$ cat src/rtl/ps2_cmd_sched.sv
`default_nettype none
// ============================================================================
// Module      : ps2_cmd_sched
// Description : Command scheduler for the host-to-device channel of the PS2
//               keyboard port. Arbitrates between the SMC host path and an
//               optional keyboard init sequencer, issues one command at a
//               time to ps2_port, supervises ACK / error / timeout, retries
//               failed commands and publishes the host command status.
//
// Build option: PS2_INIT_SEQ_EN
//               defined   -> init sequencer present (0xFF then 0xF4),
//                            auto-run once after reset, re-run on
//                            init_start_i.
//               undefined -> host jobs only, init_start_i ignored,
//                            init_done_o tied high.
//
// Ports       : clk6x          system clock (48 MHz)
//               resetn         asynchronous active-low reset
//               ck1us          1 us tick, one clock wide
//               host_cmd_i     host command byte
//               host_cmd_v_i   host command strobe
//               host_busy_o    host command latched, not yet finished
//               host_stat_o    00 idle, 01 pending, FA acked, FE failed
//               init_start_i   request to (re)run the init sequence
//               init_done_o    init sequence completed (level)
//               ps2_cmd_o      byte to ps2_port
//               ps2_cmd_v_o    one-clock send strobe to ps2_port
//               ps2_busy_i     ps2_port busy
//               ps2_acked_i    ps2_port command acknowledged (1T)
//               ps2_errd_i     ps2_port command error (1T)
//
// Revision    : 1.0  initial release
// ============================================================================
module ps2_cmd_sched #(
    parameter int TIMEOUT_US = 20000,
    parameter int MAX_RETRY  = 2
) (
    input  logic       clk6x,
    input  logic       resetn,
    input  logic       ck1us,
    input  logic [7:0] host_cmd_i,
    input  logic       host_cmd_v_i,
    output logic       host_busy_o,
    output logic [7:0] host_stat_o,
    input  logic       init_start_i,
    output logic       init_done_o,
    output logic [7:0] ps2_cmd_o,
    output logic       ps2_cmd_v_o,
    input  logic       ps2_busy_i,
    input  logic       ps2_acked_i,
    input  logic       ps2_errd_i
);

    // Timeout counter is at least 15 bits, wider only if TIMEOUT_US needs it.
    localparam int               c_TMO_W     = ($clog2(TIMEOUT_US + 1) > 15) ?
                                               $clog2(TIMEOUT_US + 1) : 15;
    localparam logic [c_TMO_W-1:0] c_TMO_MAX = c_TMO_W'(TIMEOUT_US);
    localparam logic [2:0]       c_MAX_RETRY = 3'(MAX_RETRY);

    localparam logic [7:0] c_STAT_PEND = 8'h01;
    localparam logic [7:0] c_STAT_ACK  = 8'hFA;
    localparam logic [7:0] c_STAT_ERR  = 8'hFE;

    typedef enum logic [1:0] {
        S_IDLE   = 2'd0,
        S_ISSUE  = 2'd1,
        S_WAIT   = 2'd2,
        S_FINISH = 2'd3
    } state_t;

    state_t               r_state;
    state_t               w_state_nxt;

    logic                 r_host_pend;
    logic [7:0]           r_host_byte;
    logic [7:0]           r_host_stat;
    logic [7:0]           r_cmd;
    logic                 r_job_init;
    logic                 r_job_ok;
    logic [2:0]           r_attempt;
    logic [c_TMO_W-1:0]   r_tmo_cnt;

    logic                 w_init_pend;
    logic [7:0]           w_init_byte;
    logic                 w_load;
    logic                 w_load_init;
    logic                 w_strobe;
    logic                 w_retry;
    logic                 w_done_ok;
    logic                 w_done_fail;
    logic                 w_fin_init;
    logic                 w_unused_ok;

    // ------------------------------------------------------------------------
    // Next-state and control decode
    // ------------------------------------------------------------------------
    always_comb begin
        w_state_nxt = r_state;
        w_load      = 1'b0;
        w_load_init = 1'b0;
        w_strobe    = 1'b0;
        w_retry     = 1'b0;
        w_done_ok   = 1'b0;
        w_done_fail = 1'b0;
        case (r_state)
            S_IDLE: begin
                // Init wins arbitration; host request stays latched meanwhile.
                if (w_init_pend) begin
                    w_load      = 1'b1;
                    w_load_init = 1'b1;
                    w_state_nxt = S_ISSUE;
                end else if (r_host_pend) begin
                    w_load      = 1'b1;
                    w_state_nxt = S_ISSUE;
                end
            end
            S_ISSUE: begin
                if (!ps2_busy_i) begin
                    w_strobe    = 1'b1;
                    w_state_nxt = S_WAIT;
                end
            end
            S_WAIT: begin
                // A simultaneous error beats ACK; ACK beats a simultaneous
                // timeout because the ACK branch is tested first.
                if (ps2_acked_i && !ps2_errd_i) begin
                    w_done_ok   = 1'b1;
                    w_state_nxt = S_FINISH;
                end else if (ps2_errd_i || (r_tmo_cnt == c_TMO_MAX)) begin
                    if (r_attempt < c_MAX_RETRY) begin
                        w_retry     = 1'b1;
                        w_state_nxt = S_ISSUE;
                    end else begin
                        w_done_fail = 1'b1;
                        w_state_nxt = S_FINISH;
                    end
                end
            end
            S_FINISH: begin
                w_state_nxt = S_IDLE;
            end
            default: begin
                w_state_nxt = S_IDLE;
            end
        endcase
    end

    assign w_fin_init = (r_state == S_FINISH) && r_job_init;

    // ------------------------------------------------------------------------
    // State register and job datapath
    // ------------------------------------------------------------------------
    always_ff @(posedge clk6x or negedge resetn) begin
        if (!resetn) begin
            r_state     <= S_IDLE;
            r_host_pend <= 1'b0;
            r_host_byte <= 8'h00;
            r_host_stat <= 8'h00;
            r_cmd       <= 8'h00;
            r_job_init  <= 1'b0;
            r_job_ok    <= 1'b0;
            r_attempt   <= 3'd0;
            r_tmo_cnt   <= '0;
        end else begin
            r_state <= w_state_nxt;

            if (w_load) begin
                r_cmd      <= w_load_init ? w_init_byte : r_host_byte;
                r_job_init <= w_load_init;
                r_attempt  <= 3'd0;
            end else if (w_retry) begin
                r_attempt  <= r_attempt + 3'd1;
            end

            // Saturating count of 1 us ticks since the last strobe.
            if (w_strobe) begin
                r_tmo_cnt <= '0;
            end else if ((r_state == S_WAIT) && ck1us && (r_tmo_cnt != c_TMO_MAX)) begin
                r_tmo_cnt <= r_tmo_cnt + 1'b1;
            end

            if (w_done_ok) begin
                r_job_ok <= 1'b1;
            end else if (w_done_fail) begin
                r_job_ok <= 1'b0;
            end

            // A new host command can only be accepted with no host job
            // pending, so it never collides with the host FINISH update.
            if (host_cmd_v_i && !r_host_pend) begin
                r_host_pend <= 1'b1;
                r_host_byte <= host_cmd_i;
                r_host_stat <= c_STAT_PEND;
            end else if ((r_state == S_FINISH) && !r_job_init) begin
                r_host_pend <= 1'b0;
                r_host_stat <= r_job_ok ? c_STAT_ACK : c_STAT_ERR;
            end
        end
    end

    // ------------------------------------------------------------------------
    // Init sequencer
    // ------------------------------------------------------------------------
`ifdef PS2_INIT_SEQ_EN
    logic r_boot_done;
    logic r_init_pend;
    logic r_init_step;
    logic r_init_done;
    logic r_init_err;
    logic w_init_req;
    logic w_init_last;

    // Auto-request on the first clock after reset release.
    assign w_init_req  = init_start_i || !r_boot_done;
    // Last step finishes on success of step 1 or on any failed step.
    assign w_init_last = w_fin_init && (r_init_step || !r_job_ok);

    always_ff @(posedge clk6x or negedge resetn) begin
        if (!resetn) begin
            r_boot_done <= 1'b0;
            r_init_pend <= 1'b0;
            r_init_step <= 1'b0;
            r_init_done <= 1'b0;
            r_init_err  <= 1'b0;
        end else begin
            r_boot_done <= 1'b1;
            if (w_fin_init) begin
                if (w_init_last) begin
                    r_init_pend <= 1'b0;
                    r_init_step <= 1'b0;
                    r_init_done <= 1'b1;
                    r_init_err  <= !r_job_ok;
                end else begin
                    r_init_step <= 1'b1;
                end
            end else if (w_init_req && !r_init_pend) begin
                // Pending stays set for the whole sequence, so further
                // requests while running are absorbed here.
                r_init_pend <= 1'b1;
                r_init_step <= 1'b0;
                r_init_done <= 1'b0;
                r_init_err  <= 1'b0;
            end
        end
    end

    assign w_init_pend = r_init_pend;
    assign w_init_byte = r_init_step ? 8'hF4 : 8'hFF;
    // Rises combinationally in the FINISH cycle of the last step.
    assign init_done_o = r_init_done || w_init_last;
    // Error flag is held for debug visibility only.
    assign w_unused_ok = &{1'b0, r_init_err};
`else
    assign w_init_pend = 1'b0;
    assign w_init_byte = 8'h00;
    assign init_done_o = 1'b1;
    assign w_unused_ok = &{1'b0, init_start_i, w_fin_init};
`endif

    assign host_busy_o = r_host_pend;
    assign host_stat_o = r_host_stat;
    assign ps2_cmd_o   = r_cmd;
    assign ps2_cmd_v_o = w_strobe;

endmodule
`default_nettype wire

$ cat config.mk
export PLATFORM = sky130hd
export DESIGN_NAME = ps2_cmd_sched
export DESIGN_NICKNAME = d
export VERILOG_FILES = /design/src/rtl/ps2_cmd_sched.sv
export SDC_FILE = /design/constraint.sdc
export NUM_CORES = 1
export LEC_CHECK = 0
export CORE_MARGIN = 3
export CORE_UTILIZATION = 45
export DETAILED_ROUTE_END_ITERATION = 12
export HOLD_SLACK_MARGIN = 0.15
export PLACE_DENSITY = 0.7
export REMOVE_ABC_BUFFERS = 1
export SLEW_MARGIN = 30
export SYNTH_ARGS = -nofsm -noshare
export SYNTH_HDL_FRONTEND = slang
export SYNTH_SLANG_ARGS = --single-unit
$ cat constraint.sdc
create_clock -name clk6x -period 2.32 [get_ports clk6x]
set_input_delay 0.232 -clock clk6x [delete_from_list [all_inputs] [get_ports clk6x]]
set_output_delay 0.232 -clock clk6x [all_outputs]
set_load 0.01 [all_outputs]
After elaboration in Yosys (flattened, before gate mapping)
Cells that the tools add are included.

storage, ports and cells
  bits in registers = 46
  bits in latches = 0
  RAM bits = 0
  memory bits (read-only) = 0
  input bits = 16
  logic and storage cells = 63
  memories kept = 0

cells by class
  add/subtract/negate cells = 2
  multipliers = 0
  div/mod/pow operators = 0
  $lt $le $gt $ge = 1
  equal/unequal tests = 8
  shift-type cells = 0
  multiplexer cells = 31
  bitwise gates (word level) = 0
  reductions and logical operators = 13

operator list
  operator                                                    number
  two-way mux 15 bit                                          2
  two-way mux 1 bit                                           18
  two-way mux 8 bit                                           2
  adder 15 x 1 -> 15 bit, second input constant               1
  == test 15 bit, second input constant                       1
  inequality test 15 bit, second input constant               1
  two-way mux 2 bit                                           5
  two-way mux 3 bit                                           3
  one-hot mux 2 bit (4 select lines)                          1
  nonzero test 2 bit                                          4
  == test 2 bit, second input constant                        2
  logical AND 1 bit                                           4
  inequality test 2 bit, second input constant                2
  adder 3 x 1 -> 3 bit, second input constant                 1
  less-than comparator 3 x 2 -> 1 bit, second input constant  1
  inequality test 3 bit, second input constant                1
  AND reduction 3 bit                                         1
  == test 2 x 1 -> 1 bit, second input constant               1
  zero test 1 bit                                             2
  zero test 2 bit                                             1
  logical OR 1 bit                                            1

Logic depth before layout (Yosys ltp)
Gate-level depths: netlist (run 1).

  word-level depth = 7
  gate-level depth with buffers = 6
  mapped depth without buffers = 6

Worst setup path before layout (run 1)
OpenSTA, ideal clock, no wires.

  path kind = flip-flop to flip-flop
  start point = register r_state[0]
  end point = register r_tmo_cnt[13]
  arrival time = 1,506 ps
  setup slack = 741 ps
  cell stages (with the launch flop) = 6
  buffers on the path = 1
  path through = dfrtp_1 > buf_6 > nand4b_4 > or2_4 > or4_4 > a21oi_2

on the way
  longest elaborated chain between the ends = 4
  elaborated cells between the ends (all ways) = 7

RTL lines
  item                                 line  source
  start: declaration                   71    state_t r_state;
  start signal: assignment             165   r_state <= w_state_nxt;
  == test 2 bit                        178   end else if ((r_state == S_WAIT) && ck1us && (r_tmo_cnt != c_TMO_MAX)) begin
  logical AND 1 bit (2 in a row)       178
  nonzero test 2 bit (no source line)  n/a
  end signal: assignment               179   r_tmo_cnt <= r_tmo_cnt + 1'b1;
  end: declaration                     81    logic [c_TMO_W-1:0] r_tmo_cnt;

Parallel ways exist; a longest one is shown, timed or not.
A chain may end at the register's enable or synchronous reset.

Worst setup path after layout (run 1)
  start point = register r_state[1]
  end point = output port ps2_cmd_v_o

on the way
  longest elaborated chain between the ends = 2

RTL lines
  item                    line  source
  == test 2 x 1 -> 1 bit  105   case (r_state)
  two-way mux 1 bit       105
  end: declaration        48    output logic ps2_cmd_v_o,

No other way between the ends.

==> summary.txt, run 1 <==
Outcome
  • Result of the run: completed

Worst setup path
  • Cells along the critical path: or3b_2 -> inv_1 -> clkdlybuf4s50_1
  • Type of element capturing the critical path: output port
  • Required time of the critical path: 2.09 ns
  • Highest cell delay on the worst timing path: 0.54 ns
  • Cell family with the largest share of critical-path delay: buffers and inverters
  • Flop-to-flop setup slack: 0.60 ns
  • Critical path class: reg -> out
  • Reg2reg end: r_tmo_cnt[2]$_DFFE_PN0P_
  • Startpoint class of the critical path: register
  • R2R cell count: 6
  • Buffers plus inverters on the worst setup path: 2
  • Maximum fanout encountered on the critical timing path: 4
  • Stages on worst setup path: 3
  • Worst Setup SP: r_state[1]$_DFFE_PN0P_
  • CP arrival: 1.84 ns
  • RR Startpoint: r_tmo_cnt[0]$_DFFE_PN0P_
  • Slowest-stage cell, CP: sky130_fd_sc_hd__clkdlybuf4s50_1
  • Capturing element of the worst setup path: ps2_cmd_v_o

Synth
  • Cell with the most instances after synthesis: sky130_fd_sc_hd__dfrtp_1
  • Per-instance average area after synthesis: 11.4 um^2
  • Async set-or-reset flop fraction in the synthesized netlist: 100%
  • Count of cell types in the netlist: 46
  • Share of synthesized cell area in full adder, half adder and majority cells: 1.93%
  • Syn Std Cell Area: 1950 um^2
  • Top FF cell, synth: sky130_fd_sc_hd__dfrtp_1
  • Number of warnings issued by yosys: 0
  • XOR/XNOR Fraction of Synth Area: 2.70%
  • Count of state elements after synthesis: 40
  • Post-synthesis compound-gate area fraction: 9.71%
  • Cell type with the largest total area after synthesis: sky130_fd_sc_hd__dfrtp_1
  • Simple logic cell fraction of the synthesized area: 18.8%
  • Number of enable-type register cells in the synthesized netlist: 0
  • Post-Synthesis Cells: 171
  • Largest family of logic cells by synthesized area: simple AND/OR/NAND/NOR gates
  • Top cells by instance count after synthesis: sky130_fd_sc_hd__dfrtp_1, sky130_fd_sc_hd__mux2_2, sky130_fd_sc_hd__nor2_1
  • Portion of synthesized cell area occupied by the leading cell type: 51.4%
  • Largest cells by area after synthesis: sky130_fd_sc_hd__dfrtp_1, sky130_fd_sc_hd__mux2_2, sky130_fd_sc_hd__buf_4, sky130_fd_sc_hd__nor2_1, sky130_fd_sc_hd__a21oi_1
  • Share of cell area taken by muxes after synthesis: 10.3%
  • Share of synthesized area occupied by flip-flops and latches: 51.4%

Floorplanning
  • Height of the chip: 71.8 um
  • Die Outline Area: 5150 um^2
  • CORE AREA: 4090 um^2
  • Overall die width: 71.8 um
  • Starting Density: 47.6%
  • Number of top-level design ports: 35
  • Count of standard-cell rows: 23

Detailed routing
  • Total via count in the routed design: 1380
  • Vias per inst: 5.43
  • Drt initial violations: 58
  • Final wirelength: 3800 um
  • Antenna Nets Post-Route: 0
  • DRC violations left: 0
  • Drt wl/cell: 15.0 um
  • Count of TritonRoute iterations in the first routing pass: 4

Timing
  • Unrepaired setup endpoints after global routing: false
  • Post-layout worst setup margin: 0.249 ns
  • Share of the clock period used by the worst path: 89.2%
  • Largest clock skew in the final design: 0.00359 ns
  • Highest attainable clock frequency: 483 MHz
  • Actual slew at the worst max-slew pin: 0.652 ns
  • Pins Over Slew Limit: 0
  • Number of endpoints with negative hold slack in the final report: 0
  • Sum of negative setup slack: 0 ns
  • Slew Limit Headroom: 56.3%
  • Setup-violating endpoint count in the final report: 0
  • Final critical-path required period: 2.07 ns

Global route
  • Total gr overflow: 0
  • Wire length of the first global-routing pass: 6470 um
  • Largest net degree at the start of global routing: 41
  • Number of antenna violations at the first check in global routing: 0
  • GR Util All Layers: 16.5%
  • Via count of the first global-routing pass: 1396

Place
  • Port buffer count: 32
  • Placement-stage cell area: 2270 um^2
  • Routability congestion estimate from global placement: 0.784
  • Cell Count Post-Placement: 246
  • Placed wire-length estimate: 2730 um
  • Worst slack, placed: 0.291 ns

Power and ir drop
  • Power per unit of standard cell area: 1070 nW/um^2
  • Reported leakage power: 1.02 nW
  • Max VDD drop: 0.802 mV

Clocking
  • Clock latency reported for the late side of the worst-skew pair: 0.30 ns
  • Max H-tree Level: 2
  • Clock sinks: 40
  • Number of buffers between clock root and the deepest sink: 2
  • Reg clk slew, reported paths: 0.08 ns
  • Setup fix buffers added after clock tree synthesis: 0
  • Total CTS buffers: 5
  • Library cell used as clock root buffer: sky130_fd_sc_hd__clkbuf_8
  • TritonCTS clock tree: yes

Final layout
  • Ant diodes: 0
  • Area of all sequential standard cells: 1000 um^2
  • Fill cell count: 344
  • Signed area change from the synthesized netlist to the final layout: 21.7%
  • Final non-filler cell area: 2370 um^2
  • Combined area of the multi-input logic cells: 850 um^2
  • Post-layout nets: 223
  • Final standard cell count with taps included and fillers excluded: 254
  • Layout cells sized above 1: 19.1%
  • Layout Utilization: 57.9%

Worst hold path
  • Hold Path Class: in -> async

Flow run
  • Reported max-cap violation count: 0
-- flip-flops by register name, indices dropped and copies added (netlist names) --
register and cells:
r_tmo_cnt 15, ps2_cmd_o 8, r_host_byte 8, host_stat_o 3, r_attempt 3, r_state 2, r_job_ok 1
-- metrics by stage --
step / hold WS, ns / total power, mW
2_1_floorplan: -0.0636 / 1.59
5_1_grt: 0.490 / 2.70
3_5_place_dp: 0.411 / 2.11
3_3_place_gp: 0.394 / 2.07
6_report: 0.435 / 2.53
4_1_cts: 0.512 / 2.57
-- cell families after synthesis --
group | Yosys count
AND/OR/NAND/NOR | 59
XOR/XNOR | 6
other | 1
AO/OA/AOI/OAI | 29
flip-flops | 40
adder cells (fa/ha/maj) | 3
buffers and inverters | 15
multiplexers | 18
-- worst register-to-register path, cell delays in order (launching register included) --
cell and delay (ns):
sky130_fd_sc_hd__dfrtp_1 0.43, sky130_fd_sc_hd__inv_1 0.08, sky130_fd_sc_hd__ha_1 0.20, sky130_fd_sc_hd__and3b_1 0.19, sky130_fd_sc_hd__a41oi_1 0.45, sky130_fd_sc_hd__nand2_1 0.13
sky130_fd_sc_hd__mux2i_1 0.13
-- metal layers --
| layer | wire length [um] | GRT usage, % | part of all wire (%) | vias up |
|---|---|---|---|---|
| li1 | - | - | - | 666 |
| met1 | 1710 | 20.1 | 45 | 669 |
| met2 | 1750 | 25.6 | 46 | 37 |
| met3 | 248 | 6.03 | 6.5 | 8 |
| met4 | 87 | 8.35 | 2.3 | 0 |
| met5 | 0 | 0 | 0 | - |
-- area by class of cell --
cell class                 instances  share of cell area [%]
sequential                        40                    42.3
multi-input combinational        116                    35.9
tap                               50                    2.64
clock buffer                       5                    2.91
clock inverter                     2                   0.529
timing repair buffer              37                    15.1
inverter                           4                   0.634
-- power breakdown --
group          total, mW  internal, mW  leakage [nW]  switching, mW
Clock              0.450         0.204        0.0400          0.246
Sequential          1.07         0.920         0.510          0.146
Combinational       1.01         0.588         0.470          0.423
Total               2.53          1.71          1.02          0.815
-- worst min-delay path by stage --
stage / from / to / slack, ns / cells after the start
floorplan: resetn / host_stat_o[0]$_DFFE_PN0P_ / -0.06 / 0
global placement: resetn / r_tmo_cnt[6]$_DFFE_PN0P_ / 0.39 / 1
detailed placement: resetn / r_tmo_cnt[6]$_DFFE_PN0P_ / 0.41 / 1
CTS: r_host_byte[2]$_DFFE_PN0P_ / r_host_byte[2]$_DFFE_PN0P_ / 0.51 / 1
global route: resetn / r_tmo_cnt[5]$_DFFE_PN0P_ / 0.49 / 2
finish: resetn / r_tmo_cnt[6]$_DFFE_PN0P_ / 0.43 / 2
-- repair_timing --
action                    4_1_cts  5_1_grt
hold buffers                    1        0
gates resized for setup         0        0
hold endpoints to repair       40        0
-- cell usage in the layout (no fill, tap or decap), types with 3 or more instances in the layout --
cell type,netlist,final
sky130_fd_sc_hd__mux2_2,16,16
sky130_fd_sc_hd__xor2_1,3,3
sky130_fd_sc_hd__nor2_1,14,14
sky130_fd_sc_hd__xnor2_1,3,3
sky130_fd_sc_hd__clkdlybuf4s50_1,0,31
sky130_fd_sc_hd__or3_1,4,4
sky130_fd_sc_hd__inv_1,4,4
sky130_fd_sc_hd__nand4_1,3,3
sky130_fd_sc_hd__nand3_1,4,4
sky130_fd_sc_hd__a21oi_1,8,8
sky130_fd_sc_hd__o31ai_1,5,5
sky130_fd_sc_hd__buf_4,8,5
sky130_fd_sc_hd__dfrtp_1,40,40
sky130_fd_sc_hd__nand2_1,10,10
sky130_fd_sc_hd__o21ai_0,6,6
sky130_fd_sc_hd__ha_1,3,3
sky130_fd_sc_hd__nor3_1,3,3
sky130_fd_sc_hd__clkbuf_8,0,5
No activity file was read; power rests on OpenSTA's default activity.
==> run 2, diff against run 1 <==
--- a/config.mk
+++ b/config.mk
@@ -5,11 +5,12 @@
 export SDC_FILE = /design/constraint.sdc
 export NUM_CORES = 1
 export LEC_CHECK = 0
+export ABC_AREA = 1
 export CORE_MARGIN = 3
 export CORE_UTILIZATION = 45
 export DETAILED_ROUTE_END_ITERATION = 12
 export HOLD_SLACK_MARGIN = 0.15
-export PLACE_DENSITY = 0.7
+export PLACE_DENSITY = 0.69
 export REMOVE_ABC_BUFFERS = 1
 export SLEW_MARGIN = 30
 export SYNTH_ARGS = -nofsm -noshare
==> run 2 against run 1 <==
Clock-buffer cell count unchanged. Worst setup slack improved by 0.24 ns. Die area increased by 9.4%. Cell area increased by 8.3%. Power increased by 8.3%. Flip-flop and latch count unchanged. Critical path type unchanged. Sequential power increased by 4%.
==> summary.txt, run 2 <==
Worst setup path
  • Worst Setup SP: r_state[1]$_DFFE_PN0P_
  • Startpoint class of the critical path: register
  • R2R cell count: 12 (+6)
  • Flop-to-flop setup slack: 0.65 ns (+0.05 ns)
  • CP arrival: 1.59 ns (-0.25 ns)
  • Critical path class: reg -> out
  • Capturing element of the worst setup path: ps2_cmd_v_o
  • Type of element capturing the critical path: output port
  • Reg2reg end: r_tmo_cnt[9]$_DFFE_PN0P_
  • Required time of the critical path: 2.09 ns (about the same)
  • Maximum fanout encountered on the critical timing path: 5 (+1)
  • RR Startpoint: r_tmo_cnt[0]$_DFFE_PN0P_

Detailed routing
  • Vias per inst: 4.97 (-8.5%)
  • Final wirelength: 4260 um (+12%)
  • Count of TritonRoute iterations in the first routing pass: 4 (unchanged)
  • Antenna Nets Post-Route: 0 (unchanged)
  • DR WL met2: 1930 um (+10%)
  • DRC violations left: 0 (unchanged)
  • Drt wl/cell: 12.1 um (-19%)
  • Total via count in the routed design: 1749 (+27%)
  • Drt initial violations: 136 (+130%)
  • Met3 layer wire length in the routed design: 140 um (-44%)
  • M1 wire length: 2120 um (+24%)
  • Topmost layer with routed signal wires: met4

Global route
  • GR Util All Layers: 16.3% (-0.16 points)
  • Wire length of the first global-routing pass: 7050 um (+8.9%)
  • Total gr overflow: 0 (unchanged)
  • Via count of the first global-routing pass: 1582 (+13%)
  • Number of antenna violations at the first check in global routing: 0 (unchanged)
  • Largest net degree at the start of global routing: 41 (unchanged)

Synth
  • Portion of synthesized cell area occupied by the leading cell type: 46.7% (-4.8 points)
  • Per-instance average area after synthesis: 7.91 um^2 (-30%)
  • Number of enable-type register cells in the synthesized netlist: 0 (unchanged)
  • Count of cell types in the netlist: 25 (-46%)
  • Async set-or-reset flop fraction in the synthesized netlist: 100% (unchanged)
  • Number of warnings issued by yosys: 0 (unchanged)
  • Post-Synthesis Cells: 271 (+58%)
  • Cell with the most instances after synthesis: sky130_fd_sc_hd__nand2_1
  • Largest cells by area after synthesis: sky130_fd_sc_hd__dfrtp_1, sky130_fd_sc_hd__nand2_1, sky130_fd_sc_hd__nor2_1, sky130_fd_sc_hd__nand4_1, sky130_fd_sc_hd__nand3_1
  • Count of state elements after synthesis: 40 (unchanged)
  • Top FF cell, synth: sky130_fd_sc_hd__dfrtp_1
  • Top cells by instance count after synthesis: sky130_fd_sc_hd__nand2_1, sky130_fd_sc_hd__dfrtp_1, sky130_fd_sc_hd__nor2_1
  • Share of synthesized area occupied by flip-flops and latches: 46.7% (-4.8 points)
  • Cell type with the largest total area after synthesis: sky130_fd_sc_hd__dfrtp_1
  • Syn Std Cell Area: 2140 um^2 (+10%)

Power and ir drop
  • Power per unit of standard cell area: 1070 nW/um^2 (about the same)
  • Power share of the clock group: 21.2% (+3.4 points)
  • Total power draw: 2.74 mW (+8.3%)
  • Part of the total power dissipated in combinational logic: 38.2% (-1.8 points)
  • Max VDD drop: 0.777 mV (-3.2%)
  • Sequential cell fraction of total power: 40.6% (-1.6 points)
  • Switching power share of the total: 36.0% (+3.7 points)
  • Design internal power: 1.75 mW (+2.4%)
  • Net load switching power: 0.985 mW (+21%)
  • Reported leakage power: 1.27 nW (+25%)

Timing
  • Setup-violating endpoint count in the final report: 0 (unchanged)
  • Unrepaired setup endpoints after global routing: false
  • Slew Limit Headroom: 66.1% (+9.8 points)
  • Final critical-path required period: 1.83 ns (-0.244 ns)
  • Number of endpoints with negative hold slack in the final report: 0 (unchanged)
  • Hold slack: 0.444 ns (+0.00956 ns)
  • Actual slew at the worst max-slew pin: 0.508 ns (-0.144 ns)
  • Pins Over Slew Limit: 0 (unchanged)
  • Share of the clock period used by the worst path: 78.7% (-11 points)
  • Largest clock skew in the final design: 0.00458 ns (+0.000987 ns)
  • Highest attainable clock frequency: 548 MHz (+13%)
  • Sum of negative setup slack: 0 ns (unchanged)

Clocking
  • Number of buffers between clock root and the deepest sink: 2 (unchanged)
  • Clock sinks: 40 (unchanged)
  • Setup fix buffers added after clock tree synthesis: 0 (unchanged)
  • Number of instances resized during post-cts repair: 0 (unchanged)
  • Total CTS buffers: 5 (unchanged)
  • TritonCTS clock tree: yes
  • Clock latency reported for the late side of the worst-skew pair: 0.29 ns (about the same)
  • Max H-tree Level: 2 (unchanged)
  • Reg clk slew, reported paths: 0.08 ns (about the same)
  • Library cell used as clock root buffer: sky130_fd_sc_hd__clkbuf_8

Place
  • Placed wire-length estimate: 3080 um (+12%)
  • Cell Count Post-Placement: 343 (+39%)
  • Port buffer count: 32 (unchanged)
  • Routability congestion estimate from global placement: 0.876 (+12%)

Floorplanning
  • Overall die width: 75.0 um (+4.6%)
  • Starting Density: 47.9% (+0.32 points)
  • CORE AREA: 4470 um^2 (+9.5%)
  • Number of top-level design ports: 35 (unchanged)
  • Count of standard-cell rows: 24 (+4.3%)
  • Height of the chip: 75.0 um (+4.6%)
  • Die Outline Area: 5630 um^2 (+9.4%)

Final layout
  • Post-layout nets: 318 (+43%)
  • Ant diodes: 0 (unchanged)
  • Most frequent cells in the layout: sky130_fd_sc_hd__nand2_1, sky130_fd_sc_hd__dfrtp_1, sky130_fd_sc_hd__clkdlybuf4s50_1
  • Layout cells sized above 1: 8.00% (-11 points)
  • Layout Utilization: 57.3% (-0.63 points)
  • Most frequent standard cell in the layout excluding fill and tap cells: sky130_fd_sc_hd__nand2_1
  • Final standard cell count with taps included and fillers excluded: 352 (+39%)
  • Signed area change from the synthesized netlist to the final layout: 19.5%
  • Register bank with the most flops: r_tmo_cnt
  • Number of flip-flops in the largest register: 15 (unchanged)

Flow run
  • Reported max-cap violation count: 0 (unchanged)

Outcome
  • Result of the run: completed

Worst hold path
  • Hold Path Class: in -> async
==> run 2: worst max-delay path, stage by stage, from the launching register on <==
cell and delay [ns]:
sky130_fd_sc_hd__dfrtp_1 0.45, sky130_fd_sc_hd__nor3_4 0.28, sky130_fd_sc_hd__clkdlybuf4s50_1 0.58
==> run 2: area by class of cell <==
class,count,area [um^2]
Sequential cell,40,1000
Multi-Input combinational cell,191,946
Fill cell,416,1910
Tap cell,52,65.1
Clock buffer,5,68.8
Timing Repair Buffer,33,328
Clock inverter,3,47.5
Inverter,28,108
==> run 2: timing repair <==
item,4_1_cts,5_1_grt
hold buffers,1,0
setup endpoints to repair,0,0
hold endpoints to repair,40,0
==> run 2: metal layers <==
metal	GRT usage [%]	up-vias
li1	-	914
met1	23.5	798
met2	24.4	31
met3	3.60	6
met4	5.53	0
met5	0	-
==> run 2: worst min path at each step <==
| stage | from | to | slack, ns | depth (start not counted) |
|---|---|---|---|---|
| after CTS | r_job_ok$_DFFE_PN0P_ | host_stat_o[2]$_DFFE_PN0P_ | 0.47 | 1 |
| after global placement | resetn | host_stat_o[2]$_DFFE_PN0P_ | 0.40 | 1 |
| final | resetn | host_stat_o[0]$_DFFE_PN0P_ | 0.44 | 2 |
| after floorplan | resetn | host_stat_o[0]$_DFFE_PN0P_ | -0.06 | 0 |
| after global routing | resetn | r_tmo_cnt[0]$_DFFE_PN0P_ | 0.50 | 2 |
| after detailed placement | resetn | host_stat_o[0]$_DFFE_PN0P_ | 0.41 | 1 |
==> run 2: per-stage QoR <==
stage	worst slack, ns	cell area [um^2]
2_1_floorplan	0.941	2050
3_3_place_gp	0.567	2430
3_5_place_dp	0.552	2430
4_1_cts	0.486	2560
5_1_grt	0.438	2560
6_report	0.494	2560
==> run 2: power groups by stage <==
stage          registers (mW)  logic, mW  clock network [mW]
6_report                 1.11       1.05               0.581
5_1_grt                  1.15       1.18               0.619
4_1_cts                  1.11       1.06               0.593
3_5_place_dp             1.13       1.05                   0
3_3_place_gp             1.12       1.04                   0
2_1_floorplan            1.17      0.526                   0
==> run 2: cells by family after synthesis <==
group,Yosys count,synth area share [%]
buffers and inverters,40,9.22
AND/OR/NAND/NOR,161,32.7
flip-flops,40,46.7
AO/OA/AOI/OAI,14,3.79
XOR/XNOR,5,2.04
multiplexers,7,3.68
other,1,0.175
adder cells (fa/ha/maj),3,1.75
==> run 3, diff against run 2 <==
==> constraint.sdc (replaced) <==
create_clock -name clk6x -period 1.9 [get_ports clk6x]
set_input_delay 0.19 -clock clk6x [delete_from_list [all_inputs] [get_ports clk6x]]
set_output_delay 0.19 -clock clk6x [all_outputs]
set_load 0.01 [all_outputs]
==> run 3 against run 2 <==
Combinational power increased by 22%. Clock power up 22%. Power grew 23%. Sequential power grew 23%.
==> summary.txt, run 3 (synthesized netlist as in run 2, its figures left out) <==
Detailed routing
  • Drt initial violations: 124 (-8.8%)
  • Final wirelength: 4300 um (+0.96%)
  • Vias per inst: 4.99 (+0.46%)
  • Met3 layer wire length in the routed design: 121 um (-14%)
  • Drt wl/cell: 12.1 um (+0.39%)
  • Count of TritonRoute iterations in the first routing pass: 4 (unchanged)
  • M1 wire length: 2180 um (+2.7%)
  • DRC violations left: 0 (unchanged)
  • DR WL met2: 1960 um (+1.7%)
  • Topmost layer with routed signal wires: met4
  • Antenna Nets Post-Route: 0 (unchanged)
  • Total via count in the routed design: 1767 (+1.0%)

Timing
  • Sum of negative setup slack: 0 ns (unchanged)
  • Setup-violating endpoint count in the final report: 0 (unchanged)
  • Hold slack: 0.460 ns (+0.0153 ns)
  • Number of endpoints with negative hold slack in the final report: 0 (unchanged)
  • Highest attainable clock frequency: 560 MHz
  • Unrepaired setup endpoints after global routing: false
  • Share of the clock period used by the worst path: 94.0%
  • Final critical-path required period: 1.79 ns
  • Pins Over Slew Limit: 0 (unchanged)
  • Largest clock skew in the final design: 0.0107 ns (+0.00617 ns)

Power and ir drop
  • Part of the total power dissipated in combinational logic: 38.2% (about the same)
  • Max VDD drop: 0.737 mV (-5.2%)
  • Reported leakage power: 1.28 nW (+0.65%)
  • Power share of the clock group: 21.1% (about the same)
  • Switching power share of the total: 36.0% (about the same)
  • Power per unit of standard cell area: 1300 nW/um^2 (+22%)
  • Sequential cell fraction of total power: 40.6% (about the same)
  • Net load switching power: 1.21 mW (+23%)
  • Design internal power: 2.15 mW (+23%)

Final layout
  • Number of flip-flops in the largest register: 15 (unchanged)
  • Register bank with the most flops: r_tmo_cnt
  • Most frequent standard cell in the layout excluding fill and tap cells: sky130_fd_sc_hd__nand2_1
  • Fill cell count: 409 (-1.7%)
  • Ant diodes: 0 (unchanged)
  • Most frequent cells in the layout: sky130_fd_sc_hd__nand2_1, sky130_fd_sc_hd__dfrtp_1, sky130_fd_sc_hd__clkdlybuf4s50_1
  • Layout cells sized above 1: 8.61% (+0.61 points)
  • Post-layout nets: 320 (+0.63%)
  • Signed area change from the synthesized netlist to the final layout: 20.1%

Worst hold path
  • Hold Path Class: reg -> reg

Outcome
  • Result of the run: completed

Clocking
  • Clock latency reported for the late side of the worst-skew pair: 0.29 ns (about the same)
  • Clock sinks: 40 (unchanged)
  • Number of instances resized during post-cts repair: 0 (unchanged)
  • TritonCTS clock tree: yes
  • Total CTS buffers: 5 (unchanged)
  • Library cell used as clock root buffer: sky130_fd_sc_hd__clkbuf_8
  • Reg clk slew, reported paths: 0.09 ns (about the same)
  • Number of buffers between clock root and the deepest sink: 2 (unchanged)
  • Number of buffers inserted by hold repair at cts: 1 (unchanged)
  • Setup fix buffers added after clock tree synthesis: 0 (unchanged)
  • Max H-tree Level: 2 (unchanged)

Global route
  • Wire length of the first global-routing pass: 7160 um (+1.5%)
  • Largest net degree at the start of global routing: 41 (unchanged)
  • GR Util All Layers: 16.5% (+0.15 points)
  • Number of antenna violations at the first check in global routing: 0 (unchanged)
  • Total gr overflow: 0 (unchanged)
  • Via count of the first global-routing pass: 1527 (-3.5%)

Floorplanning
  • Starting Density: 47.9% (unchanged)
  • Height of the chip: 75.0 um (unchanged)
  • Overall die width: 75.0 um (unchanged)
  • Count of standard-cell rows: 24 (unchanged)
  • Number of top-level design ports: 35 (unchanged)
  • CORE AREA: 4470 um^2 (unchanged)
  • Die Outline Area: 5630 um^2 (unchanged)

Worst setup path
  • Startpoint class of the critical path: register
  • Maximum fanout encountered on the critical timing path: 5 (unchanged)
  • Type of element capturing the critical path: output port
  • Critical path class: reg -> out
  • Required time of the critical path: 1.71 ns (-0.38 ns)
  • CP arrival: 1.60 ns (about the same)

Place
  • Placed wire-length estimate: 3080 um (+0.29%)
  • Routability congestion estimate from global placement: 0.868 (-0.88%)
  • Port buffer count: 32 (unchanged)

Flow run
  • Reported max-cap violation count: 0 (unchanged)
-- run 3: cell types whose count changed in the layout (fill, tap and decap cells not counted), sizes merged --
cell	delta
buf	+2
-- run 3: critical path, cell delays in order (launching register included) --
cell	delay, ns
sky130_fd_sc_hd__dfrtp_1	0.42
sky130_fd_sc_hd__inv_1	0.11
sky130_fd_sc_hd__nor3_4	0.19
sky130_fd_sc_hd__clkdlybuf4s50_1	0.58
-- run 3: per-stage QoR --
step | cell area (um^2) | setup slack [ns] | power (mW) | instances | util [%]
3_3_place_gp | 2450 | 0.234 | 2.65 | 345 | 54.8
4_1_cts | 2580 | 0.105 | 3.40 | 354 | 57.6
5_1_grt | 2580 | 0.0202 | 3.63 | 354 | 57.6
6_report | 2580 | 0.114 | 3.36 | 354 | 57.6
2_1_floorplan | 2050 | 0.521 | 2.07 | 259 | -
3_5_place_dp | 2450 | 0.235 | 2.68 | 345 | 54.8
-- run 3: cell type report --
type | instances | area, um^2 | area share (%)
Sequential cell | 40 | 1000 | 38.9
Multi-Input combinational cell | 191 | 946 | 36.7
Timing Repair Buffer | 35 | 340 | 13.2
Inverter | 28 | 108 | 4.18
Clock buffer | 5 | 68.8 | 2.67
Tap cell | 52 | 65.1 | 2.53
Clock inverter | 3 | 47.5 | 1.85
-- run 3: routing by layer --
metal	vias up	GRT usage [%]
met4	0	4.74
met2	30	24.6
li1	912	-
met1	823	24.4
met5	-	0
met3	2	3.20
-- run 3: worst paths after layout --
kind | start | to | cells past startpoint | slack (ns)
max reg2reg | r_tmo_cnt[0]$_DFFE_PN0P_ | r_tmo_cnt[5]$_DFFE_PN0P_ | 11 | 0.26
max in group asynchronous | resetn | r_tmo_cnt[3]$_DFFE_PN0P_ | 3 | 1.03
min in group asynchronous | resetn | host_stat_o[2]$_DFFE_PN0P_ | 3 | 0.51
max | r_state[0]$_DFFE_PN0P_ | ps2_cmd_v_o | 3 | 0.11
min reg2reg | r_job_ok$_DFFE_PN0P_ | host_stat_o[2]$_DFFE_PN0P_ | 1 | 0.46
min | r_job_ok$_DFFE_PN0P_ | host_stat_o[2]$_DFFE_PN0P_ | 1 | 0.46
-- run 3: power groups by stage --
stage	clock network [mW]	logic, mW	registers, mW
finish	0.710	1.28	1.36
floorplan	0	0.643	1.43
detailed placement	0	1.30	1.38
global route	0.772	1.45	1.41
global placement	0	1.28	1.37
CTS	0.726	1.31	1.37
